### config.mk
export PLATFORM = sky130hd
export DESIGN_NAME = codec_sequencer
export DESIGN_NICKNAME = d
export VERILOG_FILES = /design/src/rtl/codec_sequencer.sv
export SDC_FILE = /design/constraint.sdc
export NUM_CORES = 1
export LEC_CHECK = 0
export BUFFER_PORTS_ARGS = -buffer_cell sky130_fd_sc_hd__buf_4
export CORE_AREA = 2 2 317 319
export CTS_BUF_LIST = sky130_fd_sc_hd__clkbuf_4 sky130_fd_sc_hd__clkbuf_8
export DETAILED_ROUTE_END_ITERATION = 8
export DIE_AREA = 0 0 319 321
export GPL_TIMING_DRIVEN = 0
export SLEW_MARGIN = 20
export SYNTH_ARGS = -nofsm -noshare
export SYNTH_HDL_FRONTEND = slang
export SYNTH_SLANG_ARGS = --single-unit
### constraint.sdc
create_clock -name clk -period 2.8 [get_ports clk]
set_input_delay 0.14 -clock clk [delete_from_list [all_inputs] [get_ports clk]]
set_output_delay 0.14 -clock clk [all_outputs]
set_load 0.02 [all_outputs]
### src/rtl/codec_sequencer.sv
// codec_sequencer: frame-level controller for the RS/row codec datapath.
// Accepts one 64-bit word, encodes it, launches transmission, waits for
// completion (bounded by a timeout), then scans the decoder one row per
// cycle and presents a single result per frame.
module codec_sequencer #(
  parameter int ROWS       = 16,
  parameter int TX_TIMEOUT = 255
) (
  input  logic         clk,
  input  logic         rst,
  input  logic         in_valid,
  output logic         in_ready,
  input  logic [63:0]  in_data,
  output logic [63:0]  enc_data,
  input  logic [127:0] enc_message,
  output logic         tx_start,
  output logic [127:0] tx_message,
  input  logic         tx_done,
  input  logic [127:0] rx_message,
  output logic [127:0] dec_message,
  output logic [3:0]   dec_row,
  input  logic [7:0]   dec_err_pos,
  output logic         out_valid,
  input  logic         out_ready,
  output logic [127:0] out_message,
  output logic [15:0]  out_err_mask,
  output logic [4:0]   out_err_count,
  output logic         out_timeout
);

  localparam logic [2:0] IDLE     = 3'd0;
  localparam logic [2:0] ENCODE   = 3'd1;
  localparam logic [2:0] TX_START = 3'd2;
  localparam logic [2:0] TX_WAIT  = 3'd3;
  localparam logic [2:0] DECODE   = 3'd4;
  localparam logic [2:0] DONE     = 3'd5;

  localparam logic [3:0] LAST_ROW  = 4'(ROWS - 1);
  localparam logic [7:0] WAIT_LAST = 8'(TX_TIMEOUT - 1);

  logic [2:0] state;
  logic [7:0] wait_cnt;

  // Ready only in IDLE and never while reset is held; independent of in_valid.
  assign in_ready = rst && (state == IDLE);

  // Frame sequencing: the mask and count registers double as the per-frame
  // accumulators during DECODE, so the result is complete on entry to DONE.
  always_ff @(posedge clk) begin
    if (!rst) begin
      state         <= IDLE;
      wait_cnt      <= 8'd0;
      enc_data      <= 64'd0;
      tx_start      <= 1'b0;
      tx_message    <= 128'd0;
      dec_message   <= 128'd0;
      dec_row       <= 4'd0;
      out_valid     <= 1'b0;
      out_message   <= 128'd0;
      out_err_mask  <= 16'd0;
      out_err_count <= 5'd0;
      out_timeout   <= 1'b0;
    end else begin
      tx_start <= 1'b0;
      case (state)
        IDLE: begin
          if (in_valid) begin
            enc_data <= in_data;
            state    <= ENCODE;
          end
        end
        ENCODE: begin
          tx_message <= enc_message;
          tx_start   <= 1'b1;
          state      <= TX_START;
        end
        TX_START: begin
          wait_cnt <= 8'd0;
          state    <= TX_WAIT;
        end
        TX_WAIT: begin
          // Completion takes priority over a timeout on the same edge.
          if (tx_done) begin
            dec_message   <= rx_message;
            dec_row       <= 4'd0;
            out_err_mask  <= 16'd0;
            out_err_count <= 5'd0;
            out_timeout   <= 1'b0;
            state         <= DECODE;
          end else if (wait_cnt == WAIT_LAST) begin
            out_timeout   <= 1'b1;
            out_err_mask  <= 16'd0;
            out_err_count <= 5'd0;
            out_message   <= tx_message;
            out_valid     <= 1'b1;
            state         <= DONE;
          end else begin
            wait_cnt <= wait_cnt + 8'd1;
          end
        end
        DECODE: begin
          if (dec_err_pos != 8'hFF) begin
            out_err_mask[dec_row] <= 1'b1;
            out_err_count         <= out_err_count + 5'd1;
          end
          if (dec_row == LAST_ROW) begin
            out_message <= dec_message;
            out_valid   <= 1'b1;
            state       <= DONE;
          end else begin
            dec_row <= dec_row + 4'd1;
          end
        end
        DONE: begin
          if (out_ready) begin
            out_valid <= 1'b0;
            state     <= IDLE;
          end
        end
        default: state <= IDLE;
      endcase
    end
  end

endmodule

# After elaboration in Yosys (flattened, before gate mapping)
# Cells that the tools add are included.
[totals] reg_bits=487 inputBits=333 output_inout_bits=477 word_cells=85
[op_classes] add_sub_neg=3 magnitude_cmp=2 n_eq_ne=18 mux=33 bitwise=1 n_reduce_logical=16
[op_table] op="2-to-1 mux 128 bit" n=3
[op_table] op="one-hot mux 128 bit (2 select lines)" n=1
[op_table] op="2-to-1 mux 16 bit" n=3
[op_table] op="one-hot mux 16 bit (2 select lines)" n=1
[op_table] op="!= test 2 bit, second input constant" n=9
[op_table] op="one-hot mux 3 bit (6 select lines)" n=1
[op_table] op="2-to-1 mux 8 bit" n=2
[op_table] op="OR 16 bit" n=1
[op_table] op="one-hot mux 8 bit (2 select lines)" n=1
[op_table] op="2-to-1 mux 3 bit" n=5
[op_table] op="2-to-1 mux 5 bit" n=3
[op_table] op="one-hot mux 5 bit (2 select lines)" n=1
[op_table] op="AND reduction 3 bit" n=3
[op_table] op="adder 8 x 1 -> 8 bit, second input constant" n=1
[op_table] op="== test 8 bit, second input constant" n=1
[op_table] op="2-to-1 mux 4 bit" n=2
[op_table] op="!= test 8 bit, second input constant" n=1
[op_table] op="one-hot mux 4 bit (2 select lines)" n=1
[op_table] op="AND reduction 4 bit" n=2
[op_table] op="2-to-1 mux 1 bit" n=7
[op_table] op="== test 3 x 2 -> 1 bit, second input constant" n=2
[op_table] op="== test 3 bit, second input constant" n=2
[op_table] op="AND reduction 2 bit" n=3
[op_table] op="nonzero test 2 bit" n=3
[op_table] op="other kinds (13)" n=14

# Logic depth before layout (Yosys ltp)
[depth] word_depth=7 depth_mapped=8 mapped_depth_nobuf=6

# Worst setup path after synthesis
# Ideal clock, no wire load.
[synth_timing] path_kind="register -> register" start="register dec_row[1]" end="register out_message[100]" setup_ps=89 arrival_ps=1919 slack_ps=792 stages_incl_launch_ff=8 n_path_buf=2 synth_period_minus_slack_ps=2008 path_cell_list="dfxtp_1 ha_1 and3_1 mux2_4 clkbuf_1 clkbuf_1 a21oi_1 a311oi_2"
[synth_via] elab_chain_len=3
[synth_lines] element="from (decl)" line_no="21" rtl="output logic [3:0] dec_row,"
[synth_lines] element="from (signal assigned)" line_no="111" rtl="dec_row <= dec_row + 4'd1;"
[synth_lines] element="== test 4 bit" line_no="106" rtl="if (dec_row == LAST_ROW) begin"
[synth_lines] element="!= test 2 bit (no line)"
[synth_lines] element="AND reduction 4 bit (no line)"
[synth_lines] element="to (signal assigned)" line_no="94" rtl="out_message <= tx_message;"
[synth_lines] element="to (signal assigned)" line_no="107" rtl="out_message <= dec_message;"
[synth_lines] element="to (decl)" line_no="25" rtl="output logic [127:0] out_message,"
# Every way passes these cells.
# A chain may end at the register's enable or synchronous reset.

# Final worst setup path
[layout_timing] start="register state[1]" end="register tx_message[63]"
[layout_via] elab_chain_len=1
[layout_lines] element="from (decl)" line_no="41" rtl="logic [2:0] state;"
[layout_lines] element="from (signal assigned)" line_no="51" rtl="state <= IDLE;"
[layout_lines] element="from (signal assigned)" line_no="69" rtl="state <= ENCODE;"
[layout_lines] element="from (signal assigned)" line_no="75" rtl="state <= TX_START;"
[layout_lines] element="== test 3 x 1 -> 1 bit" line_no="65" rtl="case (state)"
[layout_lines] element="to (signal assigned)" line_no="73" rtl="tx_message <= enc_message;"
[layout_lines] element="to (decl)" line_no="17" rtl="output logic [127:0] tx_message,"
# Every way passes these cells.

==> metrics list <==
* Fraction of final layout cells with drive strength greater than 1: 31.9%
- The synthesized design devotes to its leading area cell type 51.0% of total area.
* Clock latency reported for the late side of the worst-skew pair: 0.74 ns
- Fill cells: 10400
- The critical path is of the reg2reg type.
* Core area: 0.0993 mm^2
- Classification of the worst-slack hold path: in2reg
- In this run the number of H-tree levels came out at 3.
- Headroom to the max-slew limit came out at 23.1%.
* Std cell rows: 116
- During synthesis, Yosys emitted a total of 0 warnings.
- Highest fanout seen on the critical path: 10
- Max-cap violations in this run came to 0.
* DIE WIDTH: 319 um
* Final setup viols: 0
* Pins Over Slew Limit: 0
* Area of combinational cells with multiple inputs: 0.00852 mm^2
* Portion of the post-synthesis area used by sequential elements: 51.0%
- The first routing iteration left 1588 violations.
* Post-detailed-placement cell area: 0.0269 mm^2
* Num CTS Buffers: 91
* Startpoint Class: register
- The worst setup path is captured at a register.
* Register bit total from synthesis: 487
- Summing the areas of all compound-gate instances in the mapped netlist gives 23.9% of the synthesized area.
- Synthesized-area fraction occupied by xor and xnor cells: 0.0916%
* Int Power: 14800 uW
- For this configuration, the core starts out at a cell density of 19.3%.
- Before antenna repair, the detailed router went through 5 iterations.
- The total overflow left after global routing is 0.
- Derived from the worst setup path, the maximum achievable clock frequency is 370 MHz.
- Global-route wire length before repair: 155000 um
- Number of hold violations in the final report: 0
- Top-level port count: 810
- Post-layout nets: 3891
- Part of the total power dissipated in combinational logic: 30.3%
- Number of synthesized flops with an enable pin: 0
* Async set or reset register ratio after synthesis: 0%
* Clk sink count: 487
* Total track usage: 20.7%
- Synth cell types: 57
* Post-Synthesis Cells: 2319
- Vias in the first global route: 22000
* Arrival time of the worst setup path: 3.35 ns
* Post-route minimum period: 2.70 ns
- No sink is reached through more buffers than the 3 on the longest clock path.
- In this run, the clock network consumes 33.8% of the power.
- In this run the mean area of a mapped cell was 8.24 um^2.
* Cell type contributing the most total cell area after synthesis: sky130_fd_sc_hd__dfxtp_1
- Startpoint of the most critical hold path: enc_message[39]
- In this run the cell area of the synthesized design comes to 0.0191 mm^2.
- Sequential cells account for 36.0% of the total power.
- Top cells by area in the synthesized netlist: sky130_fd_sc_hd__dfxtp_1, sky130_fd_sc_hd__nand2_1, sky130_fd_sc_hd__a21oi_1, sky130_fd_sc_hd__a311oi_2, sky130_fd_sc_hd__clkbuf_1
- The analysis attributes to net switching a power of 8630 uW.
* Critical register-to-register path startpoint: state[1]$_SDFFE_PN0P_
- From synthesis to final layout, the design area changed by 68.7%.
- In the routed design, unresolved DRC markers number 0.
- Of the available clock period, the critical path in the final layout requires 96.6%.
- Required time of the critical path: 3.44 ns
- The congestion estimate from routability-driven global placement came to 0.864.
- Main combinational cell family by area after synthesis: compound AO/OA/AOI/OAI gates
- VDD IR max: 458 uV
* Leading post-synthesis cells by instance count: sky130_fd_sc_hd__nand2_1, sky130_fd_sc_hd__dfxtp_1, sky130_fd_sc_hd__a21oi_1, sky130_fd_sc_hd__clkbuf_1, sky130_fd_sc_hd__a311oi_2
* Die Y: 321 um
- The count of buffers added on input and output ports is 809.
- The critical path starts at state[1]$_SDFFE_PN0P_.
* Clock tree root buffer cell: sky130_fd_sc_hd__clkbuf_8
* Area occupied by registers: 0.00975 mm^2
- Clock-pin slew was measured on the worst setup and hold paths at 0.06 ns.
- Dominant register cell in the synthesized netlist: sky130_fd_sc_hd__dfxtp_1
- Total negative setup slack: 0 ns
- Post-synthesis simple-gate area fraction: 20.0%
- For this block, the routed nets add up to 111000 um of wire.
* Post-detailed-placement half-perimeter wirelength: 86300 um
- Largest net degree at the start of global routing: 13
* Worst Max-Slew Pin Slew: 1.15 ns
- Setup repair after global routing left no endpoint under its margin.
- The die covers 0.102 mm^2.
- TritonCTS built the clock tree.
* Fraction of power spent switching nets: 36.8%
- Dividing total power by cell area gives a power density of 728 mW/mm^2.
- The analysis attributes to cell leakage a power of 0.0126 uW.
- Setup clock skew after layout: 0.0267 ns
* Via density per instance: 4.56
- Antenna violations before repair: 17
* Final instance area: 0.0322 mm^2
- Of the post-synthesis cell area, the part taken by muxes is 0.0785%.
- Number of nets produced by synthesis: 2659
- The most common cell in the synthesized netlist is sky130_fd_sc_hd__nand2_1.
- Residual antenna-violating net count after detailed routing: 0
- Area share of fa/ha/maj cells after synthesis: 0.458%
* Final routed wire length divided by cell count: 22.6 um
- Number of vias after detailed routing: 22400
- The run finished with clean final reports.
==> flip-flops by register name (all words and copies together), names as in the netlist <==
signal / count
tx_start: 1
out_timeout: 1
enc_data: 64
tx_message: 128
state: 3
dec_message: 128
out_err_mask: 16
out_message: 128
out_valid: 1
out_err_count: 5
wait_cnt: 8
dec_row: 4
==> worst max-delay path: stages (launching register included) <==
cell	delay (ns)
sky130_fd_sc_hd__dfxtp_1	0.45
sky130_fd_sc_hd__buf_2	0.26
sky130_fd_sc_hd__nor2_1	0.10
sky130_fd_sc_hd__nand2_1	0.17
sky130_fd_sc_hd__clkbuf_2	0.58
sky130_fd_sc_hd__clkbuf_1	0.74
sky130_fd_sc_hd__nand2_1	0.11
sky130_fd_sc_hd__a21oi_1	0.21
==> power by group through the flow <==
| stage | sequential (uW) | combinational (uW) | clock, uW |
|---|---|---|---|
| after global routing | 8520 | 7590 | 8390 |
| after global placement | 8550 | 6660 | 0 |
| after detailed placement | 8570 | 6700 | 0 |
| after floorplan | 9280 | 2500 | 0 |
| after CTS | 8430 | 7120 | 8050 |
| final | 8440 | 7110 | 7930 |
==> path summary, 6_finish.rpt <==
check	slack, ns	depth (start not counted)	to
worst max-delay path	0.1	7	tx_message[63]$_SDFFE_PN0P_
worst max register to register	0.1	7	tx_message[63]$_SDFFE_PN0P_
worst min-delay path	0.21	4	tx_message[39]$_SDFFE_PN0P_
worst min register to register	0.45	2	enc_data[17]$_SDFFE_PN0P_
==> logic make-up after synthesis <==
family | after synthesis
muxes | 1
adders and majority gates | 7
xor gates and xnor gates | 2
DFF | 487
AOI/OAI and AO/OA | 637
and+or+nand+nor | 980
buffers and inverters | 205
==> layout make-up <==
class                   instances  area share (%)
flip-flops and latches        487            30.2
repair buffers               1139            29.1
multi-input cells            1627            26.4
clock buffers                 137            5.38
well taps                    1298            5.04
plain buffers                 199            2.71
clock inverters                24           0.974
inverters                       6          0.0698
diodes                          5          0.0388
==> cells in the final DEF, fill, tap and decap left out, types with 5 or more instances in the layout <==
master                          instances
sky130_fd_sc_hd__dlygate4sd3_1        329
sky130_fd_sc_hd__nand2b_1               6
sky130_fd_sc_hd__inv_1                  5
sky130_fd_sc_hd__clkinv_2              12
sky130_fd_sc_hd__bufinv_16              7
sky130_fd_sc_hd__o2bb2ai_1             15
sky130_fd_sc_hd__nand2_1              914
sky130_fd_sc_hd__dfxtp_1              487
sky130_fd_sc_hd__o21ai_0                7
sky130_fd_sc_hd__buf_6                  5
sky130_fd_sc_hd__buf_2                 10
sky130_fd_sc_hd__diode_2                5
sky130_fd_sc_hd__nor2_1                10
sky130_fd_sc_hd__a311oi_1               9
sky130_fd_sc_hd__a311oi_2             120
sky130_fd_sc_hd__buf_4                818
sky130_fd_sc_hd__clkbuf_8             113
sky130_fd_sc_hd__a21oi_1              458
sky130_fd_sc_hd__clkbuf_4              26
sky130_fd_sc_hd__nand3_1               13
sky130_fd_sc_hd__nand4_1                7
sky130_fd_sc_hd__clkbuf_2              28
sky130_fd_sc_hd__ha_1                   7
sky130_fd_sc_hd__clkbuf_1             141
==> per-layer routing <==
| layer | wire length [um] | track usage (%) |
|---|---|---|
| met5 | 55 | 0 |
| met1 | 44500 | 24.3 |
| met2 | 53600 | 35.6 |
| met4 | 4360 | 7.66 |
| met3 | 8870 | 6.18 |
==> what timing repair did <==
item                                   4_1_cts  5_1_grt
gates resized for setup                      4       28
endpoints found under the hold margin      336        0
hold buffers                               329        0
setup buffers                                0        0
setup endpoints to repair                   76       96
==> per-stage QoR <==
stage	setup WS [ns]	instances	hold WS (ns)	power, uW	util (%)
final	0.0958	4922	0.207	23500	32.5
after detailed placement	-0.167	4427	0.394	15300	27.1
after global placement	-0.816	4426	0.388	15200	27.0
after global routing	0.00529	4920	0.153	24500	32.5
after floorplan	0.792	2319	0.276	11800	-
after CTS	0.0134	4917	0.117	23600	32.4
Power figures use the tool's default switching activity.
